--- src/rtl/traffic_phase_controller.sv ---
// Multi-approach traffic signal controller.
// Cycles ALLRED -> GREEN -> YELLOW -> ALLRED. Approaches without demand are
// skipped, and latched pedestrian requests are served with a walk interval at
// the start of green. Define NIGHT_FLASH_EN to add a night-mode FLASH state in
// which all yellow lamps blink.
module traffic_phase_controller #(
  parameter int CLK_HZ     = 24_000_000,
  parameter int NUM_PHASES = 4,
  parameter int T_GREEN    = 10,
  parameter int T_YELLOW   = 3,
  parameter int T_ALLRED   = 2,
  parameter int T_WALK     = 7
) (
  input  logic                          sayac,
  input  logic                          reset,
  input  logic [NUM_PHASES-1:0]         arac_talep,
  input  logic [NUM_PHASES-1:0]         yaya_istek,
  input  logic                          gece_modu,
  output logic [NUM_PHASES-1:0]         kirmiziRenk,
  output logic [NUM_PHASES-1:0]         sariRenk,
  output logic [NUM_PHASES-1:0]         yesilRenk,
  output logic [NUM_PHASES-1:0]         yaya_gec,
  output logic [$clog2(NUM_PHASES)-1:0] aktif_faz,
  output logic                          saniye_tick
);
  localparam int PW   = $clog2(NUM_PHASES);
  localparam int CW   = PW + 1;
  localparam int PSW  = (CLK_HZ > 1) ? $clog2(CLK_HZ) : 1;
  localparam int TGY  = (T_GREEN > T_YELLOW) ? T_GREEN : T_YELLOW;
  localparam int TMAX = (TGY > T_ALLRED) ? TGY : T_ALLRED;
  localparam int SNW  = $clog2(TMAX + 1);

  localparam logic [PSW-1:0] PRESC_LAST  = PSW'(CLK_HZ - 1);
  localparam logic [SNW-1:0] SN_G_LAST   = SNW'(T_GREEN - 1);
  localparam logic [SNW-1:0] SN_Y_LAST   = SNW'(T_YELLOW - 1);
  localparam logic [SNW-1:0] SN_AR_LAST  = SNW'(T_ALLRED - 1);
  localparam logic [SNW-1:0] SN_WALK     = SNW'(T_WALK);
  localparam logic [PW-1:0]  PHASE_LAST  = PW'(NUM_PHASES - 1);
  localparam logic [CW-1:0]  NP          = CW'(NUM_PHASES);

  typedef enum logic [1:0] {
    ST_ALLRED = 2'd0,
    ST_GREEN  = 2'd1,
    ST_YELLOW = 2'd2,
    ST_FLASH  = 2'd3
  } state_t;

  state_t                  state_reg, state_next;
  logic [PSW-1:0]          presc_reg;
  logic [SNW-1:0]          sn_reg, sn_next, t_last;
  logic [PW-1:0]           phase_reg, phase_next, base, sel;
  logic                    first_reg, first_next;
  logic                    walk_en_reg, walk_en_next;
  logic                    flash_reg, flash_next, flash_on;
  logic [NUM_PHASES-1:0]   ped_pend_reg, ped_pend_next, demand;
  logic [NUM_PHASES-1:0]   red_next, yel_next, grn_next, walk_next;
  logic [CW-1:0]           cand;
  logic                    done;

`ifndef NIGHT_FLASH_EN
  // Night mode is not built in; the input is deliberately left unused.
  logic unused_gece;
  assign unused_gece = gece_modu;
`endif

  assign saniye_tick = (presc_reg == PRESC_LAST);

  // Free-running seconds prescaler, never cleared by the FSM.
  always_ff @(posedge sayac or posedge reset) begin
    if (reset)            presc_reg <= '0;
    else if (saniye_tick) presc_reg <= '0;
    else                  presc_reg <= presc_reg + PSW'(1);
  end

  // Next phase: first demanded approach after the current one, else cur+1.
  always_comb begin
    base   = first_reg ? PHASE_LAST : phase_reg;
    demand = arac_talep | ped_pend_reg;
    cand   = {1'b0, base} + CW'(1);
    if (cand >= NP) cand = cand - NP;
    sel = cand[PW-1:0];
    for (int k = NUM_PHASES - 1; k >= 1; k--) begin
      cand = {1'b0, base} + CW'(k);
      if (cand >= NP) cand = cand - NP;
      if (demand[cand[PW-1:0]]) sel = cand[PW-1:0];
    end
  end

  // Last second index of the current state; a state ends on that tick.
  always_comb begin
    case (state_reg)
      ST_GREEN:  t_last = SN_G_LAST;
      ST_YELLOW: t_last = SN_Y_LAST;
      default:   t_last = SN_AR_LAST;
    endcase
    done = saniye_tick && (sn_reg == t_last);
  end

  // Next-state logic, seconds counter and pedestrian latching.
  always_comb begin
    state_next    = state_reg;
    sn_next       = saniye_tick ? sn_reg + SNW'(1) : sn_reg;
    phase_next    = phase_reg;
    first_next    = first_reg;
    walk_en_next  = walk_en_reg;
    flash_next    = flash_reg;
    ped_pend_next = ped_pend_reg | yaya_istek;
    case (state_reg)
      ST_ALLRED: begin
        if (done) begin
          sn_next = '0;
`ifdef NIGHT_FLASH_EN
          if (gece_modu) begin
            state_next = ST_FLASH;
            flash_next = 1'b1;
          end else
`endif
          begin
            // A request arriving in the entry cycle is served now.
            state_next         = ST_GREEN;
            phase_next         = sel;
            first_next         = 1'b0;
            walk_en_next       = ped_pend_reg[sel] | yaya_istek[sel];
            ped_pend_next[sel] = 1'b0;
          end
        end
      end
      ST_GREEN: begin
        if (done) begin
          state_next = ST_YELLOW;
          sn_next    = '0;
        end
      end
      ST_YELLOW: begin
        if (done) begin
          state_next = ST_ALLRED;
          sn_next    = '0;
        end
      end
      default: begin
`ifdef NIGHT_FLASH_EN
        if (saniye_tick) begin
          if (!gece_modu) begin
            state_next = ST_ALLRED;
            sn_next    = '0;
            first_next = 1'b1;
          end else begin
            flash_next = ~flash_reg;
          end
        end
`else
        state_next = ST_ALLRED;
        sn_next    = '0;
`endif
      end
    endcase
  end

`ifdef NIGHT_FLASH_EN
  assign flash_on = (state_next == ST_FLASH) && flash_next;
`else
  assign flash_on = 1'b0;
`endif

  // Per-approach lamp decode of the upcoming state.
  generate
    for (genvar gi = 0; gi < NUM_PHASES; gi++) begin : g_lamp
      assign grn_next[gi]  = (state_next == ST_GREEN) && (phase_next == PW'(gi));
      assign yel_next[gi]  = ((state_next == ST_YELLOW) && (phase_next == PW'(gi))) || flash_on;
      assign red_next[gi]  = !grn_next[gi] && !yel_next[gi] && (state_next != ST_FLASH);
      assign walk_next[gi] = grn_next[gi] && walk_en_next && (sn_next < SN_WALK);
    end
  endgenerate

  // State, counters and registered lamp outputs.
  always_ff @(posedge sayac or posedge reset) begin
    if (reset) begin
      state_reg    <= ST_ALLRED;
      sn_reg       <= '0;
      phase_reg    <= '0;
      first_reg    <= 1'b1;
      walk_en_reg  <= 1'b0;
      flash_reg    <= 1'b0;
      ped_pend_reg <= '0;
      kirmiziRenk  <= '1;
      sariRenk     <= '0;
      yesilRenk    <= '0;
      yaya_gec     <= '0;
    end else begin
      state_reg    <= state_next;
      sn_reg       <= sn_next;
      phase_reg    <= phase_next;
      first_reg    <= first_next;
      walk_en_reg  <= walk_en_next;
      flash_reg    <= flash_next;
      ped_pend_reg <= ped_pend_next;
      kirmiziRenk  <= red_next;
      sariRenk     <= yel_next;
      yesilRenk    <= grn_next;
      yaya_gec     <= walk_next;
    end
  end

  assign aktif_faz = phase_reg;

endmodule
--- config.mk ---
export PLATFORM = sky130hd
export DESIGN_NAME = traffic_phase_controller
export DESIGN_NICKNAME = d
export VERILOG_FILES = /design/src/rtl/traffic_phase_controller.sv
export SDC_FILE = /design/constraint.sdc
export NUM_CORES = 1
export LEC_CHECK = 0
export ABC_AREA = 0
export BUFFER_PORTS_ARGS = -buffer_cell sky130_fd_sc_hd__buf_4
export CAP_MARGIN = 20
export CORE_MARGIN = 3
export CORE_UTILIZATION = 50
export CTS_BUF_LIST = sky130_fd_sc_hd__clkbuf_16
export CTS_CLUSTER_SIZE = 16
export DETAILED_ROUTE_END_ITERATION = 8
export PLACE_DENSITY_LB_ADDON = 0.3
export SLEW_MARGIN = 10
export SYNTH_ARGS = -nofsm -noshare
export SYNTH_HDL_FRONTEND = slang
export SYNTH_SLANG_ARGS = --single-unit
--- constraint.sdc ---
create_clock -name sayac -period 3.5 [get_ports sayac]
set_input_delay 0.7 -clock sayac [delete_from_list [all_inputs] [get_ports sayac]]
set_output_delay 0.7 -clock sayac [all_outputs]
set_load 0.02 [all_outputs]
==> flow_summary.toml, run 1 <==
[sta]
final_max_slew_viol_count = 0
fin_crit_sh_pct = 80.4
setup_ws_ns = 0.688
setup_tns_ns = 0
hold_viol = 0
whs_ns = 0.462
relSlewSlack_pct = 40.4
fmax_mhz = 356
skew_ns = 0.00504
period_minus_slack_ns = 2.81
rsz0062_at_grt = "no"
setup_viol = 0
worstMarginPinSlew_ns = 0.892

[floorplanning]
die_area_mm2 = 0.00671
dieHeight_um = 81.9
dieWidth_um = 81.9
std_cell_rows = 27
design.core.area_mm2 = 0.00554
start_util_pct = 52.0
io_pins = 30

[cells_and_area]
seqCellArea_mm2 = 0.00138
multi_input_area_mm2 = 0.00144
largest_reg_flops = 25
fillers = 488
post-route-util_pct = 59.8
drive_gt1_share_pct = 23.4
n_antenna_cell = 0
nNetsFinal = 320
fin_area_mm2 = 0.00331
final_cells = 380
area_growth_syn_to_layout_pct = 15.0

[synth]
yosys-top-cells-area = "dfrtp_1 (43%), nor2_1 (5.1%), dfstp_2 (4.6%), xnor2_1 (3.3%), xor2_1 (3.3%)"
synth_common_cells = "dfrtp_1 (50), nor2_1 (39), nand2_1 (23), a21oi_1 (13)"
synth_top_cell_area_share_pct = 43.4
synth_area_per_cell_um2 = 10.4
yosysWarnings = 0
syn-instance-count = 276
ys.flop_type = "dfrtp_1"
ys_async_sr_fraction_pct = 100
syn-num-nets = 289
ys_types = 60
synth_area_leader_cell = "dfrtp_1"
ys_seq_area_share_pct = 48.0
synth_seq_cells = 55
synth_edf_count = 0
synthesis.area_mm2 = 0.00288
yosysMostFrequentCell = "dfrtp_1"

[run_status]
status = "finished, final reports clean"

[grt]
antenna_found_initial = 0
grt_pass1_wl_mm = 8.89
grt_max_degree = 45
grt_usage_pct = 17.3
grt-ovfl-total = 0
first_global_vias = 1997

[clock_tree]
postCtsSetupBuffers = 0
cts_root_buffer = "clkbuf_16"
clock-sinks = 55
numCtsBuffers = 5
cts_hold_repair.buffers = 0
clock_latency_ns = 0.29
post_cts_resized = 0
clk_pin_slew_ns = 0.07
clock_path_buffers = 2
cts_tree = "done"
htree_levels = 2

[routing]
wire_per_inst_um = 13.7
num_vias = 2070
antenna_left = 0
drc = 0
via_per_inst = 5.45
drt-total-wl_mm = 5.21
dr.pass1.iters = 4
drtIter0Drc = 48

[critical_path]
r2r_end = "yaya_gec[2]"
worstPathRequired_ns = 2.80
r2r.worst_path.cells = 8
crit_path_end = "saniye_tick"
rrSetupSlack_ns = 0.75
cp-end-kind = "output port"
cp_max_fo = 10
arrival_ns = 2.11
cp-start-kind = "flop"
reg2reg_from = "presc_reg[0]"
crit_start = "presc_reg[0]"
path_class = "flop to output port"

[place]
dp_hpwl_mm = 3.79
pre_cts_ws_ns = 0.630
dp_cells = 372
place.gp.congestion = 0.793
portBuffers = 28
placedInstanceArea_mm2 = 0.00316

[job]
max_cap_viol_count = 0

[hold_path]
worstHoldPathCells = 1
hold_class = "flop to flop"

[pwr]
powerDensity_mw_per_mm2 = 348
peakVddDrop_mv = 0.280
leakagePower_nw = 1.49
p_total_mw = 1.15
kinds of logic (layout without fill, tap and decap cells):
family | count (synthesis) | after routing | share of synthesized area, %
buffers and inverters | 13 | 45 | 2.17
adder cells (fa/ha/maj) | 2 | 2 | 0.868
AO/OA/AOI/OAI | 47 | 47 | 13.3
flip-flops | 55 | 55 | 48.0
AND/OR/NAND/NOR | 132 | 132 | 27.2
XOR/XNOR | 22 | 22 | 6.69
multiplexers | 5 | 5 | 1.78
worst max-delay path, cell delays in order, from the launching register on:
cell     delay [ns]
dfrtp_1        0.37
ha_1           0.21
nand3_2        0.11
or3_1          0.61
nor3_2         0.31
buf_4          0.20
per-layer routing:
| metal | track usage [%] | wire length, um | up-vias |
|---|---|---|---|
| li1 | - | - | 1039 |
| met1 | 21.4 | 2430 | 995 |
| met2 | 30.0 | 2570 | 34 |
| met3 | 3.95 | 182 | 2 |
| met4 | 4.98 | 20 | 0 |
| met5 | 0 | 0 | - |
worst min path at each step:
stage                      start      endpoint  slack, ns
CTS                 presc_reg[0]  presc_reg[0]       0.47
finish              presc_reg[0]  presc_reg[0]       0.46
floorplan           presc_reg[0]  presc_reg[0]       0.42
global placement    presc_reg[0]  presc_reg[0]       0.44
global route        presc_reg[0]  presc_reg[0]       0.49
detailed placement  presc_reg[0]  presc_reg[0]       0.46
where the power goes:
| part | total [mW] | leakage [nW] | switching (mW) | internal, mW |
|---|---|---|---|---|
| clock | 0.491 | 0.0700 | 0.223 | 0.268 |
| sequential | 0.637 | 0.709 | 0.000299 | 0.637 |
| combinational | 0.0254 | 0.707 | 0.0162 | 0.00913 |
layout by cell type (no fill, tap or decap), types with 5 or more instances in the layout:
master / n
dfrtp_1: 50
nor2_1: 39
buf_4: 31
nand2_1: 23
a21oi_1: 13
xor2_1: 11
xnor2_1: 11
nand3_1: 8
nor2b_1: 7
o21ai_0: 7
or3_1: 6
inv_1: 5
clkbuf_16: 5
dfstp_2: 5
layout make-up:
| cell class | instances | share of cell area [%] |
|---|---|---|
| multi-input cells | 208 | 43.3 |
| flip-flops and latches | 55 | 41.7 |
| repair buffers | 31 | 7.02 |
| clock buffers | 5 | 3.78 |
| well taps | 72 | 2.72 |
| clock inverters | 3 | 0.755 |
| inverters | 6 | 0.680 |
Power figures use the tool's default switching activity.
==> inputs of run 2 (changes only) <==
==> constraint.sdc (replaced) <==
create_clock -name sayac -period 2.74 [get_ports sayac]
set_input_delay 0.548 -clock sayac [delete_from_list [all_inputs] [get_ports sayac]]
set_output_delay 0.548 -clock sayac [all_outputs]
set_load 0.02 [all_outputs]
==> run 2 against run 1 <==
Critical path depth increased by 4. Critical path type is now flop to flop. Cell area increased by 3.5%. Die area unchanged. Sequential power increased by 28%. Non-clock buffer count increased by 14. Via count increased by 2.4%. Combinational power increased by 27%. Wire length increased by 6.3%. First-iteration DRC count increased by 2.1%.
==> flow_summary.toml, run 2 (synthesis gave the netlist of run 1 again) <==
[run_status]
status = "finished, final reports clean"

[cells_and_area]
area_growth_syn_to_layout_pct = 19.0
fillers = 493
post-route-util_pct = 61.9
multi_input_area_mm2 = 0.00145
drive_gt1_share_pct = 27.6
seqCellArea_mm2 = 0.00138
largest_reg_flops = 25
final_cell_mix = "dfrtp_1 (49), buf_4 (45), nor2_1 (39), nand2_1 (23), a21oi_1 (13)"
nNetsFinal = 334
n_antenna_cell = 0
layout_commonest_cell = "dfrtp_1"
final_cells = 394

[sta]
final_max_slew_viol_count = 0
worstMarginPinSlew_ns = 0.811
fmax_mhz = 396
skew_ns = 0.00419
relSlewSlack_pct = 45.9
fin_crit_sh_pct = 92.1
setup_ws_ns = 0.218
hold_viol = 0
setup_tns_ns = 0
setup_viol = 0
rsz0062_at_grt = "no"
period_minus_slack_ns = 2.52

[clock_tree]
clk_pin_slew_ns = 0.07
cts_hold_repair.buffers = 0
cts_tree = "done"
post_cts_resized = 0
cts_root_buffer = "clkbuf_16"
numCtsBuffers = 5
clock_path_buffers = 2
clock_latency_ns = 0.29
htree_levels = 2
postCtsSetupBuffers = 0
clock-sinks = 55

[place]
pre_cts_ws_ns = 0.0543
dp_hpwl_mm = 4.14
dp_cells = 386
portBuffers = 28
place.gp.congestion = 0.787

[grt]
antenna_found_initial = 0
grt_max_degree = 41
grt_usage_pct = 18.2
grt-ovfl-total = 0
first_global_vias = 2078
grt_pass1_wl_mm = 9.41

[pwr]
p_total_mw = 1.47
peakVddDrop_mv = 0.349
powerDensity_mw_per_mm2 = 430
leakagePower_nw = 1.55

[critical_path]
crit_slowest_cell = "or3_4"
arrival_ns = 2.70
cp-end-kind = "flop"
r2r.worst_path.cells = 9
worstPathRequired_ns = 2.92
critPathMaxStageDelay_ns = 0.46
cp-start-kind = "flop"
path_class = "flop to flop"
cp_num_buf_inv = 1
cpMostUsedCell = "and3b_1"
crit_chain = "ha_1 -> nand3_2 -> or3_4 -> buf_4 -> a2111oi_4 -> xnor2_1 -> nor2_2 -> and3b_1 -> and3b_1"
crit_family = "simple AND/OR/NAND/NOR gates"
r2r_end = "yaya_gec[1]"
rrSetupSlack_ns = 0.22
reg2reg_from = "presc_reg[0]"
cp_max_fo = 6

[routing]
drtIter0Drc = 49
drc = 0
wire_per_inst_um = 14.1
dr.pass1.iters = 4
drt-total-wl_mm = 5.54
antenna_left = 0
via_per_inst = 5.38
num_vias = 2120

[floorplanning]
dieWidth_um = 81.9
design.core.area_mm2 = 0.00554
std_cell_rows = 27
io_pins = 30
die_area_mm2 = 0.00671
dieHeight_um = 81.9
start_util_pct = 52.0

[job]
max_cap_viol_count = 0

[hold_path]
hold_class = "primary input to async pin"
run 2: cell types whose count changed in the layout (fill, tap and decap cells not counted):
cell      before  now
or3_1          6    5
buf_4         31   45
or3_4          0    1
dfrtp_1       50   49
dfrtp_2        0    1
a21boi_2       0    1
a21boi_1       2    1
run 2: where the power goes:
group / total [mW] / leakage, nW / switching [mW] / internal, mW
registers: 0.813 / 0.707 / 0.000347 / 0.813
logic: 0.0322 / 0.776 / 0.0205 / 0.0117
clock network: 0.628 / 0.0700 / 0.286 / 0.342
total: 1.47 / 1.55 / 0.307 / 1.17
run 2: metal layers:
layer,vias up,GRT usage (%),wire [um]
met5,-,0,0
met4,0,4.98,66
met3,5,3.40,213
met2,33,31.0,2700
met1,1013,23.6,2560
li1,1069,-,-
run 2: worst max path at each step:
stage          depth (start not counted)     endpoint  slack (ns)          start
3_5_place_dp                           8  yaya_gec[3]        0.05  arac_talep[3]
3_3_place_gp                           8  yaya_gec[0]        0.08  arac_talep[3]
4_1_cts                                9  yaya_gec[1]        0.12   presc_reg[0]
2_1_floorplan                          8  yaya_gec[1]        0.27   aktif_faz[0]
5_1_grt                                7  yaya_gec[2]        0.04   state_reg[1]
6_report                               9  yaya_gec[1]        0.22   presc_reg[0]
run 2: worst reg2reg max path, stage by stage (launching register included):
cell and delay, ns:
dfrtp_1 0.37, ha_1 0.22, nand3_2 0.12, or3_4 0.46
buf_4 0.19, a2111oi_4 0.30, xnor2_1 0.26, nor2_2 0.09
and3b_1 0.22, and3b_1 0.19
run 2: layout make-up:
| type | instances | area share [%] |
|---|---|---|
| timing repair buffer | 45 | 9.85 |
| clock inverter | 3 | 0.730 |
| tap | 72 | 2.63 |
| clock buffer | 5 | 3.65 |
| inverter | 6 | 0.657 |
| multi-input combinational | 208 | 42.1 |
| sequential | 55 | 40.4 |
run 2: metrics by stage:
step	area [um2]	hold WS (ns)
floorplan	2880	0.424
global placement	3270	0.444
detailed placement	3270	0.449
CTS	3420	0.454
global route	3430	0.480
finish	3430	0.425
==> inputs of run 3 (changes only) <==
--- a/config.mk
+++ b/config.mk
@@ -9,10 +9,11 @@
 export BUFFER_PORTS_ARGS = -buffer_cell sky130_fd_sc_hd__buf_4
 export CAP_MARGIN = 20
 export CORE_MARGIN = 3
-export CORE_UTILIZATION = 50
+export CORE_UTILIZATION = 30
 export CTS_BUF_LIST = sky130_fd_sc_hd__clkbuf_16
 export CTS_CLUSTER_SIZE = 16
 export DETAILED_ROUTE_END_ITERATION = 8
+export GPL_TIMING_DRIVEN = 0
 export PLACE_DENSITY_LB_ADDON = 0.3
 export SLEW_MARGIN = 10
 export SYNTH_ARGS = -nofsm -noshare
==> run 3 against run 2 <==
Cell area rose by 3.1%. Wire length rose by 6.1%. Highest routed layer unchanged. Clock skew fell by 0.0011 ns. Non-clock buffer count rose by 1. Global-route usage fell by 7.0 points. Critical path depth fell by 1. Largest power group unchanged.
==> flow_summary.toml, run 3 (synthesis gave the netlist of run 1 again) <==
[clock_tree]
htree_levels = 2
numCtsBuffers = 5
clock-sinks = 55
clk_pin_slew_ns = 0.07
clock_path_buffers = 2
clock_latency_ns = 0.29
cts_root_buffer = "clkbuf_16"
cts_tree = "done"

[place]
placedInstanceArea_mm2 = 0.00328
portBuffers = 28
dp_hpwl_mm = 4.16
place.gp.congestion = 0.806

[routing]
drt-total-wl_mm = 5.88
dr.pass1.iters = 4
wire_per_inst_um = 13.0
num_vias = 2144
antenna_left = 0
drc = 0
drtIter0Drc = 57
via_per_inst = 4.74

[critical_path]
cp-end-kind = "flop"
cp_max_fo = 10
worstPathRequired_ns = 2.92
crit_start = "aktif_faz[0]"
crit_chain = "buf_4 -> a21oi_1 -> o32ai_2 -> nor4_2 -> a21oi_2 -> mux2i_1 -> a2111oi_4 -> and3b_1"
arrival_ns = 2.77
reg2reg_from = "aktif_faz[0]"
critPathMaxStageDelay_ns = 0.47
cp-start-kind = "flop"
crit_slowest_cell = "nor4_2"
r2r_end = "yaya_gec[1]"
crit_path_end = "yaya_gec[1]"
cp_num_buf_inv = 1
r2r.worst_path.cells = 8
crit_cells = 8
rrSetupSlack_ns = 0.16
path_class = "flop to flop"
crit_family = "compound AO/OA/AOI/OAI gates"

[pwr]
clkPwrFrac_pct = 43.0
leakagePower_nw = 1.58
seq_power_share_pct = 54.6
powerDensity_mw_per_mm2 = 421
swShare_pct = 21.5
peakVddDrop_mv = 0.297
p_int_mw = 1.17
p_sw_mw = 0.321
pwr-share-comb_pct = 2.4

[grt]
grt_usage_pct = 11.2
first_global_vias = 2112
grt_pass1_wl_mm = 10.2
grt-ovfl-total = 0
antenna_found_initial = 0
grt_max_degree = 33

[floorplanning]
dieHeight_um = 104
die_area_mm2 = 0.0108
design.core.area_mm2 = 0.00928
dieWidth_um = 104
std_cell_rows = 35
start_util_pct = 31.0
io_pins = 30

[job]
max_cap_viol_count = 0

[sta]
fmax_mhz = 387
hold_viol = 0
whs_ns = 0.380
fin_crit_sh_pct = 94.2
setup_viol = 0
setup_tns_ns = 0
skew_ns = 0.00308
final_max_slew_viol_count = 0
relSlewSlack_pct = 51.7
period_minus_slack_ns = 2.58
worstMarginPinSlew_ns = 0.724

[cells_and_area]
final_cell_mix = "dfrtp_1 (50), nor2_1 (39), buf_4 (39), nand2_1 (23), a21oi_1 (13)"
fin_area_mm2 = 0.00354
nNetsFinal = 335
largest_reg_flops = 25
area_growth_syn_to_layout_pct = 22.7
drive_gt1_share_pct = 27.2
n_antenna_cell = 0
layout_commonest_cell = "dfrtp_1"

[run_status]
status = "finished, final reports clean"

[hold_path]
hold_class = "primary input to async pin"
## run 3: worst min-delay path by stage
stage | to | slack, ns | cells after the start
floorplan | presc_reg[0] | 0.42 | 1
global placement | presc_reg[0] | 0.44 | 1
detailed placement | presc_reg[0] | 0.45 | 1
CTS | presc_reg[1] | 0.41 | 2
global route | presc_reg[1] | 0.45 | 2
finish | presc_reg[1] | 0.38 | 2
## run 3: power groups by stage
stage	combinational [mW]	sequential (mW)	clock (mW)
finish	0.0359	0.813	0.641
global route	0.0412	0.813	0.696
CTS	0.0369	0.813	0.662
detailed placement	0.0367	0.829	0
global placement	0.0309	0.829	0
floorplan	0.0149	0.829	0
## run 3: final cells by class
| class | instances | area, um2 |
|---|---|---|
| inverter | 6 | 22.5 |
| buffer | 7 | 40.0 |
| clock buffer | 5 | 125 |
| multi-input combinational | 208 | 1470 |
| clock inverter | 3 | 25.0 |
| sequential | 55 | 1380 |
| tap | 129 | 161 |
| timing repair buffer | 39 | 313 |
| fill | 949 | 5750 |
## run 3: what timing repair did
action / CTS / global route
setup endpoints to repair: 0 / 9
hold buffers: 0 / 0
gates resized for setup: 0 / 7
buffers inserted: 0 / 10
## run 3: routing by layer
layer / up-vias / global-route usage (%) / wire, um
li1: 1066 / - / -
met1: 1025 / 15.4 / 2790
met2: 47 / 17.7 / 2760
met3: 6 / 2.86 / 276
met4: 0 / 2.75 / 51
met5: - / 0 / 0
## run 3: stage by stage
step | std cells | power [mW] | setup slack (ns) | utilization (%)
detailed placement | 434 | 0.865 | 0.00362 | 35.3
global route | 452 | 1.55 | -0.0128 | 38.1
CTS | 442 | 1.51 | 0.0195 | 37.0
finish | 452 | 1.49 | 0.158 | 38.1
floorplan | 276 | 0.844 | 0.267 | -
global placement | 433 | 0.860 | 0.0298 | 35.0
## run 3: worst reg2reg max path, cell delays in order (launching register included)
cell,delay (ns)
dfrtp_1,0.38
buf_4,0.18
a21oi_1,0.26
o32ai_2,0.18
nor4_2,0.47
a21oi_2,0.12
mux2i_1,0.19
a2111oi_4,0.47
and3b_1,0.23
